`src/rtl/iomem_copy_master_pkg.sv`:
```
// Shared definitions for the iomem copy master: bus widths, write-strobe
// encodings, FSM state type and the per-word address step helper.
package iomem_copy_master_pkg;

    localparam int unsigned ADDR_W     = 32;
    localparam int unsigned DATA_W     = 32;
    localparam int unsigned STRB_W     = 4;
    localparam int unsigned WORD_BYTES = 4;

    localparam logic [STRB_W-1:0] WSTRB_RD = 4'h0;
    localparam logic [STRB_W-1:0] WSTRB_WR = 4'hF;

    typedef enum logic [2:0] {
        ST_IDLE   = 3'd0,
        ST_RD     = 3'd1,
        ST_RD_GAP = 3'd2,
        ST_WR     = 3'd3,
        ST_WR_GAP = 3'd4
    } state_t;

    // Next word address; fixed addresses serve FIFO/RNG-style responders.
    function automatic logic [ADDR_W-1:0] next_addr(input logic [ADDR_W-1:0] a,
                                                    input logic              inc);
        return inc ? a + ADDR_W'(WORD_BYTES) : a;
    endfunction

endpackage

```
`src/rtl/iomem_copy_master_if.sv`:
```
// picosoc iomem bus bundle.
//   valid  : request from initiator
//   ready  : 1-cycle acknowledge from responder
//   wstrb  : 4'h0 read, 4'hF write
//   addr   : beat byte address
//   wdata  : write data
//   rdata  : read data, valid while ready=1
interface iomem_copy_master_if;
    import iomem_copy_master_pkg::*;

    logic              valid;
    logic              ready;
    logic [STRB_W-1:0] wstrb;
    logic [ADDR_W-1:0] addr;
    logic [DATA_W-1:0] wdata;
    logic [DATA_W-1:0] rdata;

    modport master (output valid, wstrb, addr, wdata, input ready, rdata);
    modport slave  (input valid, wstrb, addr, wdata, output ready, rdata);

endinterface

```
`src/rtl/iomem_copy_master_watchdog.sv`:
```
// Per-beat timeout counter.
//   clk, reset : clock, synchronous active-high reset
//   load       : clears the counter (held while no beat is outstanding)
//   en         : beat outstanding and not yet acknowledged
//   expired_c  : combinational; high in the TIMEOUT-th waiting cycle.
//                TIMEOUT=0 disables the watchdog (never expires).
module iomem_copy_master_watchdog #(
    parameter int unsigned TIMEOUT = 64
) (
    input  logic clk,
    input  logic reset,
    input  logic load,
    input  logic en,
    output logic expired_c
);

    localparam int unsigned CNT_W = (TIMEOUT == 0) ? 1 : $clog2(TIMEOUT + 1);
    localparam logic [CNT_W-1:0] LAST =
        CNT_W'((TIMEOUT == 0) ? 32'd0 : TIMEOUT - 32'd1);

    logic [CNT_W-1:0] cnt;

    // Counts waiting cycles of the current beat; 0 in the first valid cycle.
    always_ff @(posedge clk) begin
        if (reset || load) begin
            cnt <= '0;
        end else if (en) begin
            cnt <= cnt + CNT_W'(1);
        end
    end

    // en is low when ready arrives, so ready on the expiry cycle wins.
    assign expired_c = (TIMEOUT != 0) && en && (cnt == LAST);

endmodule

```
`src/rtl/iomem_copy_master.sv`:
```
// iomem copy master: copies cfg_count words from cfg_src to cfg_dst using one
// read beat and one write beat per word, each beat followed by one idle cycle.
//   clk, reset        : clock, synchronous active-high reset
//   start, abort      : start pulse (accepted only when idle), stop request
//   cfg_src/dst       : first word-aligned source/destination addresses
//   cfg_src/dst_inc   : 1 = step by 4 per word, 0 = fixed address
//   cfg_count         : words to copy (0 allowed)
//   busy, done        : transfer in progress, 1-cycle completion pulse
//   err_timeout       : sticky beat timeout flag, cleared by next start
//   words_done        : words fully copied since start
//   bus               : iomem initiator port
module iomem_copy_master
    import iomem_copy_master_pkg::*;
#(
    parameter int unsigned COUNT_W = 16,
    parameter int unsigned TIMEOUT = 64
) (
    input  logic                clk,
    input  logic                reset,
    input  logic                start,
    input  logic                abort,
    input  logic [ADDR_W-1:0]   cfg_src,
    input  logic [ADDR_W-1:0]   cfg_dst,
    input  logic                cfg_src_inc,
    input  logic                cfg_dst_inc,
    input  logic [COUNT_W-1:0]  cfg_count,
    output logic                busy,
    output logic                done,
    output logic                err_timeout,
    output logic [COUNT_W-1:0]  words_done,
    iomem_copy_master_if.master bus
);

    state_t               state;
    logic [ADDR_W-1:0]    src;
    logic [ADDR_W-1:0]    dst;
    logic                 src_inc;
    logic                 dst_inc;
    logic [COUNT_W-1:0]   remaining;
    logic                 abort_pend;

    logic                 wd_load_c;
    logic                 wd_en_c;
    logic                 beat_expired_c;

    assign wd_load_c = ~bus.valid;
    assign wd_en_c   = bus.valid & ~bus.ready;

    iomem_copy_master_watchdog #(
        .TIMEOUT (TIMEOUT)
    ) u_watchdog (
        .clk       (clk),
        .reset     (reset),
        .load      (wd_load_c),
        .en        (wd_en_c),
        .expired_c (beat_expired_c)
    );

    // Copy sequencer; all bus and status outputs are registered here.
    always_ff @(posedge clk) begin
        if (reset) begin
            state       <= ST_IDLE;
            bus.valid   <= 1'b0;
            bus.wstrb   <= WSTRB_RD;
            bus.addr    <= '0;
            bus.wdata   <= '0;
            busy        <= 1'b0;
            done        <= 1'b0;
            err_timeout <= 1'b0;
            words_done  <= '0;
            src         <= '0;
            dst         <= '0;
            src_inc     <= 1'b0;
            dst_inc     <= 1'b0;
            remaining   <= '0;
            abort_pend  <= 1'b0;
        end else begin
            done <= 1'b0;
            if (busy && abort) begin
                abort_pend <= 1'b1;
            end

            case (state)
                ST_IDLE: begin
                    // done high means the previous transfer is still closing.
                    if (start && !done) begin
                        src         <= cfg_src;
                        dst         <= cfg_dst;
                        src_inc     <= cfg_src_inc;
                        dst_inc     <= cfg_dst_inc;
                        remaining   <= cfg_count;
                        err_timeout <= 1'b0;
                        words_done  <= '0;
                        abort_pend  <= 1'b0;
                        busy        <= 1'b1;
                        if (cfg_count == '0) begin
                            // Empty copy: WR_GAP closes it on the next cycle.
                            state <= ST_WR_GAP;
                        end else begin
                            bus.valid <= 1'b1;
                            bus.wstrb <= WSTRB_RD;
                            bus.addr  <= cfg_src;
                            state     <= ST_RD;
                        end
                    end
                end

                ST_RD: begin
                    if (bus.ready) begin
                        bus.wdata <= bus.rdata;
                        bus.valid <= 1'b0;
                        state     <= ST_RD_GAP;
                    end else if (beat_expired_c) begin
                        bus.valid   <= 1'b0;
                        err_timeout <= 1'b1;
                        done        <= 1'b1;
                        busy        <= 1'b0;
                        abort_pend  <= 1'b0;
                        state       <= ST_IDLE;
                    end
                end

                ST_RD_GAP: begin
                    bus.valid <= 1'b1;
                    bus.wstrb <= WSTRB_WR;
                    bus.addr  <= dst;
                    state     <= ST_WR;
                end

                ST_WR: begin
                    if (bus.ready) begin
                        bus.valid  <= 1'b0;
                        words_done <= words_done + COUNT_W'(1);
                        remaining  <= remaining - COUNT_W'(1);
                        src        <= next_addr(src, src_inc);
                        dst        <= next_addr(dst, dst_inc);
                        state      <= ST_WR_GAP;
                    end else if (beat_expired_c) begin
                        bus.valid   <= 1'b0;
                        err_timeout <= 1'b1;
                        done        <= 1'b1;
                        busy        <= 1'b0;
                        abort_pend  <= 1'b0;
                        state       <= ST_IDLE;
                    end
                end

                ST_WR_GAP: begin
                    // Word boundary: the only place an abort takes effect.
                    if (remaining == '0 || abort_pend || abort) begin
                        done       <= 1'b1;
                        busy       <= 1'b0;
                        abort_pend <= 1'b0;
                        state      <= ST_IDLE;
                    end else begin
                        bus.valid <= 1'b1;
                        bus.wstrb <= WSTRB_RD;
                        bus.addr  <= src;
                        state     <= ST_RD;
                    end
                end

                default: begin
                    bus.valid <= 1'b0;
                    busy      <= 1'b0;
                    state     <= ST_IDLE;
                end
            endcase
        end
    end

endmodule

```
`src/flat_wrapper.sv`:
```
// flat-port wrapper written by rule: the top's interface ports become plain ports
module iomem_copy_master_flat import iomem_copy_master_pkg::*;
#(
    parameter int unsigned COUNT_W = 16,
    parameter int unsigned TIMEOUT = 64
)
  (clk, reset, start, abort, cfg_src, cfg_dst, cfg_src_inc, cfg_dst_inc, cfg_count, busy, done, err_timeout, words_done, bus_valid, bus_wstrb, bus_addr, bus_wdata, bus_ready, bus_rdata);
  iomem_copy_master_if bus_i ();
  input  logic clk;
  input  logic reset;
  input  logic start;
  input  logic abort;
  input  logic [ADDR_W-1:0] cfg_src;
  input  logic [ADDR_W-1:0] cfg_dst;
  input  logic cfg_src_inc;
  input  logic cfg_dst_inc;
  input  logic [COUNT_W-1:0] cfg_count;
  output logic busy;
  output logic done;
  output logic err_timeout;
  output logic [COUNT_W-1:0] words_done;
  output wire logic [$bits(bus_i.valid)-1:0] bus_valid;
  output wire logic [$bits(bus_i.wstrb)-1:0] bus_wstrb;
  output wire logic [$bits(bus_i.addr)-1:0] bus_addr;
  output wire logic [$bits(bus_i.wdata)-1:0] bus_wdata;
  input wire logic [$bits(bus_i.ready)-1:0] bus_ready;
  input wire logic [$bits(bus_i.rdata)-1:0] bus_rdata;
  assign bus_valid = bus_i.valid;
  assign bus_wstrb = bus_i.wstrb;
  assign bus_addr = bus_i.addr;
  assign bus_wdata = bus_i.wdata;
  assign bus_i.ready = bus_ready;
  assign bus_i.rdata = bus_rdata;
  iomem_copy_master #(.COUNT_W(COUNT_W), .TIMEOUT(TIMEOUT)) u_core (.clk(clk), .reset(reset), .start(start), .abort(abort), .cfg_src(cfg_src), .cfg_dst(cfg_dst), .cfg_src_inc(cfg_src_inc), .cfg_dst_inc(cfg_dst_inc), .cfg_count(cfg_count), .busy(busy), .done(done), .err_timeout(err_timeout), .words_done(words_done), .bus(bus_i));
endmodule
```
`config.mk`:
```
export PLATFORM = sky130hd
export DESIGN_NAME = iomem_copy_master_flat
export DESIGN_NICKNAME = d
export VERILOG_FILES = /design/src/rtl/iomem_copy_master_pkg.sv /design/src/rtl/iomem_copy_master_if.sv /design/src/rtl/iomem_copy_master_watchdog.sv /design/src/rtl/iomem_copy_master.sv /design/src/flat_wrapper.sv
export SDC_FILE = /design/constraint.sdc
export NUM_CORES = 1
export LEC_CHECK = 0
export BUFFER_PORTS_ARGS = -buffer_cell sky130_fd_sc_hd__buf_4
export CAP_MARGIN = 15
export CELL_PAD_IN_SITES_DETAIL_PLACEMENT = 0
export CELL_PAD_IN_SITES_GLOBAL_PLACEMENT = 1
export CORE_ASPECT_RATIO = 0.6
export CORE_UTILIZATION = 36
export CTS_CLUSTER_SIZE = 24
export DETAILED_ROUTE_END_ITERATION = 6
export GPL_TIMING_DRIVEN = 0
export PLACE_DENSITY_LB_ADDON = 0.3
export RECOVER_POWER = 25
export SETUP_SLACK_MARGIN = 0.3
export SYNTH_ARGS = -nofsm -noshare
export SYNTH_HDL_FRONTEND = slang
export SYNTH_SLANG_ARGS = --single-unit
```
`constraint.sdc`:
```
create_clock -name clk -period 2.45 [get_ports clk]
set_input_delay 0.245 -clock clk [delete_from_list [all_inputs] [get_ports clk]]
set_output_delay 0.245 -clock clk [all_outputs]
set_load 0.02 [all_outputs]
```
==> impl_metrics.env <==
export IMPL_run_status="complete, but fails checks"
export IMPL_failed_checks="setup timing"
export IMPL_drive_above_1_share_pct=31.0
export IMPL_cts_tree="done"
export IMPL_overflow=0
export IMPL_core_area_mm2=0.0256
export IMPL_period_share_pct=105
export IMPL_drt_wl_total_um=44100
export IMPL_clock_root_buffer="clkbuf_16"
export IMPL_finalCriticalPeriod_ns=2.58
export IMPL_drc=0
export IMPL_cp_num_buf_inv=3
export IMPL_reg2reg_from="u_core.remaining[7]"
export IMPL_rsz0062_at_grt="true"
export IMPL_yosysUniqueCellTypes=71
export IMPL_drv_cap=0
export IMPL_yosys_most_used_dff="dfxtp_1"
export IMPL_min_delay_start="bus_rdata[26]"
export IMPL_regToRegSetupSlack_ns=-0.13
export IMPL_hpwl_um=30900
export IMPL_p_leak_nw=5.19
export IMPL_post_drt_via_cell_ratio=6.06
export IMPL_setup_viol=33
export IMPL_seq_area_mm2=0.00358
export IMPL_die_x_um=212
export IMPL_async_reset_ff_share_pct=0
export IMPL_grt_first_pass_wirelength_um=63000
export IMPL_io_pins=207
export IMPL_ys_seq_elements=178
export IMPL_synth_edff_count=0
export IMPL_whs_endpoint="u_core.bus.wdata[26]"
export IMPL_synth_area_leaders="dfxtp_1, nand2_1, a21oi_1"
export IMPL_ir_worst_vdd_mv=0.393
export IMPL_worst_pin_slew_ns=0.997
export IMPL_grtUsageTotal_pct=31.5
export IMPL_path_cells="or4_4 -> or4_4 -> a2bb2oi_4 -> and2_4 -> buf_12 -> buf_6 -> buf_12 -> a311oi_2"
export IMPL_mostFrequentLayoutCells="nand2_1, buf_4, dfxtp_1"
export IMPL_fin_skew_ns=0.0125
export IMPL_endpoint_kind="flop"
export IMPL_drt_iter0_markers=1627
export IMPL_p_per_area_mw_per_mm2=651
export IMPL_cp_start_kind="flop"
export IMPL_syn_instance_count=1212
export IMPL_diodes=0
export IMPL_wl_per_cell_um=23.5
export IMPL_dpl_worst_slack_ns=-1.00
export IMPL_cts_buffer_depth=2
export IMPL_htree_levels=4
export IMPL_portBuffers=206
export IMPL_clk_pin_slew_ns=0.07
export IMPL_syn_to_final_growth_pct=44.8
export IMPL_die_h_um=128
export IMPL_antenna_left=0
export IMPL_slew_viol_final=0
export IMPL_yosys_area_top_type="dfxtp_1"
export IMPL_arrival_ns=2.94
export IMPL_clk_latency_ns=0.46
export IMPL_path_class="reg -> reg"
export IMPL_multi_input_area_mm2=0.00604
export IMPL_slew_headroom_pct=33.5
export IMPL_synth_area_mm2=0.00948
export IMPL_postCtsHoldBufs=0
export IMPL_slowest_stage="or4_4"
export IMPL_rr_worst_depth=8
export IMPL_synth_nets=1336
export IMPL_fin_util_pct=53.7
export IMPL_fin_ws_ns=-0.126
export IMPL_ys_seq_area_share_pct=37.6
export IMPL_routed_via_count=11400
export IMPL_max_freq_mhz=388
export IMPL_slowest_delay_ns=0.59
export IMPL_critPathRequiredTime_ns=2.82
export IMPL_critical_path_cell_count=8
export IMPL_yosysTopAreaCellShare_pct=37.6
export IMPL_num_fill_cells=2453
export IMPL_reg2reg_to="u_core.bus.addr[21]"
export IMPL_final_common_cell="nand2_1"
export IMPL_start_util_pct=37.1
export IMPL_setup_tns_ns=-2.54
export IMPL_grt_antenna_before_repair=1
export IMPL_fin_cells=1875
export IMPL_hold_path_class="in -> reg"
export IMPL_ys_warn_count=0
export IMPL_hold_viol=0
export IMPL_dr_pass1_iters=6
export IMPL_nets=1634
export IMPL_cts_inserted_buffers=17
export IMPL_row_count=45
export IMPL_gp_congestion=0.955
export IMPL_crit_fanout=6
export IMPL_grt_max_degree=17
export IMPL_path_delay_family="simple AND/OR/NAND/NOR gates"
export IMPL_dp_cells=1770
export IMPL_hold_path_cell_count=3
export IMPL_avgSynthCellArea_um2=7.82
export IMPL_cts_sinks=178
export IMPL_power_total_mw=8.95
export IMPL_grt_pass1_vias=10100
export IMPL_die_area_mm2=0.0270
==> how the worst max path moves through the flow <==
stage / from / endpoint / slack (ns)
2_1_floorplan: u_core.remaining[1] / u_core.bus.addr[10] / 0.14
3_5_place_dp: u_core.state[0] / u_core.bus.addr[4] / -1.00
3_3_place_gp: u_core.state[0] / u_core.bus.addr[5] / -1.07
6_report: u_core.remaining[7] / u_core.bus.addr[21] / -0.13
5_1_grt: u_core.remaining[0] / u_core.bus.addr[29] / -0.16
4_1_cts: u_core.remaining[1] / u_core.bus.addr[11] / -0.06
==> cell families (layout without fill, tap and decap cells) <==
| group | after synthesis | count (layout) | share of synthesized area, % |
|---|---|---|---|
| and+or+nand+nor | 502 | 502 | 25.4 |
| AOI/OAI and AO/OA | 381 | 381 | 28.3 |
| DFF | 178 | 178 | 37.6 |
| buffers and inverters | 115 | 426 | 5.03 |
| xor gates and xnor gates | 19 | 19 | 1.75 |
| muxes | 12 | 12 | 1.31 |
| adders and majority gates | 5 | 5 | 0.660 |
==> state kept, by name, summed over array words and instances (netlist names), 3 cells and up <==
| name | cells |
|---|---|
| u_core.u_watchdog.cnt | 7 |
| u_core.state | 3 |
| u_core.bus.addr | 32 |
| u_core.dst | 32 |
| u_core.words_done | 16 |
| u_core.bus.wdata | 32 |
| u_core.src | 32 |
| u_core.remaining | 16 |
==> repair_timing <==
item,in CTS,in global routing
pin swaps,18,42
resized for setup,163,177
endpoints found under the setup margin,164,149
cloned,2,3
buffers inserted,29,39
==> tightest hold or removal path: cells and delay by family <==
kind,cells,cell delay [ns]
buffers and inverters,1,0.11
AOI/OAI and AO/OA,1,0.05
and+or+nand+nor,1,0.04
==> per-layer routing <==
metal | vias to the layer above | global-route usage, % | wire, um
met5 | - | 0 | 13
met3 | 75 | 12.4 | 6990
met2 | 797 | 39.4 | 16600
li1 | 5083 | - | -
met4 | 2 | 9.21 | 884
met1 | 5409 | 47.8 | 19700
==> metrics by stage <==
step	area [um^2]	hold slack (ns)
after global placement	11500	0.443
after CTS	13100	0.0243
after global routing	13700	0.0267
after floorplan	9550	0.381
after detailed placement	11500	0.448
final	13700	0.0354
==> cell usage after synthesis (all sizes together), types with 7 or more instances <==
cell type and instances:
a21o 7, a22oi 41, a211oi 20, or4 7, a21oi 138, a311oi 36, o21ai 48, and4 14
buf 14, clkbuf 94, nand3 49, and3 16, mux2i 9, nor3b 7, and2 10, xor2 13
o22ai 10, nor2 75, inv 7, dfxtp 178, o31ai 12, nor3 31, or3 12, nor4 19
a31oi 14, nand2 216, nand4 20
==> where the power goes <==
part           switching [mW]  total [mW]  leakage (nW)  internal [mW]
logic                    1.25        2.26          3.40           1.01
clock network            1.25        3.25         0.324           2.00
registers               0.295        3.44          1.46           3.14
==> final cells by class <==
class / instances / area share (%)
flip-flops and latches: 178 / 26.1
plain buffers: 108 / 6.28
clock buffers: 23 / 3.48
multi-input cells: 919 / 44.0
well taps: 352 / 3.21
clock inverters: 9 / 1.46
inverters: 7 / 0.228
repair buffers: 279 / 15.3
Power figures use the tool's default switching activity.
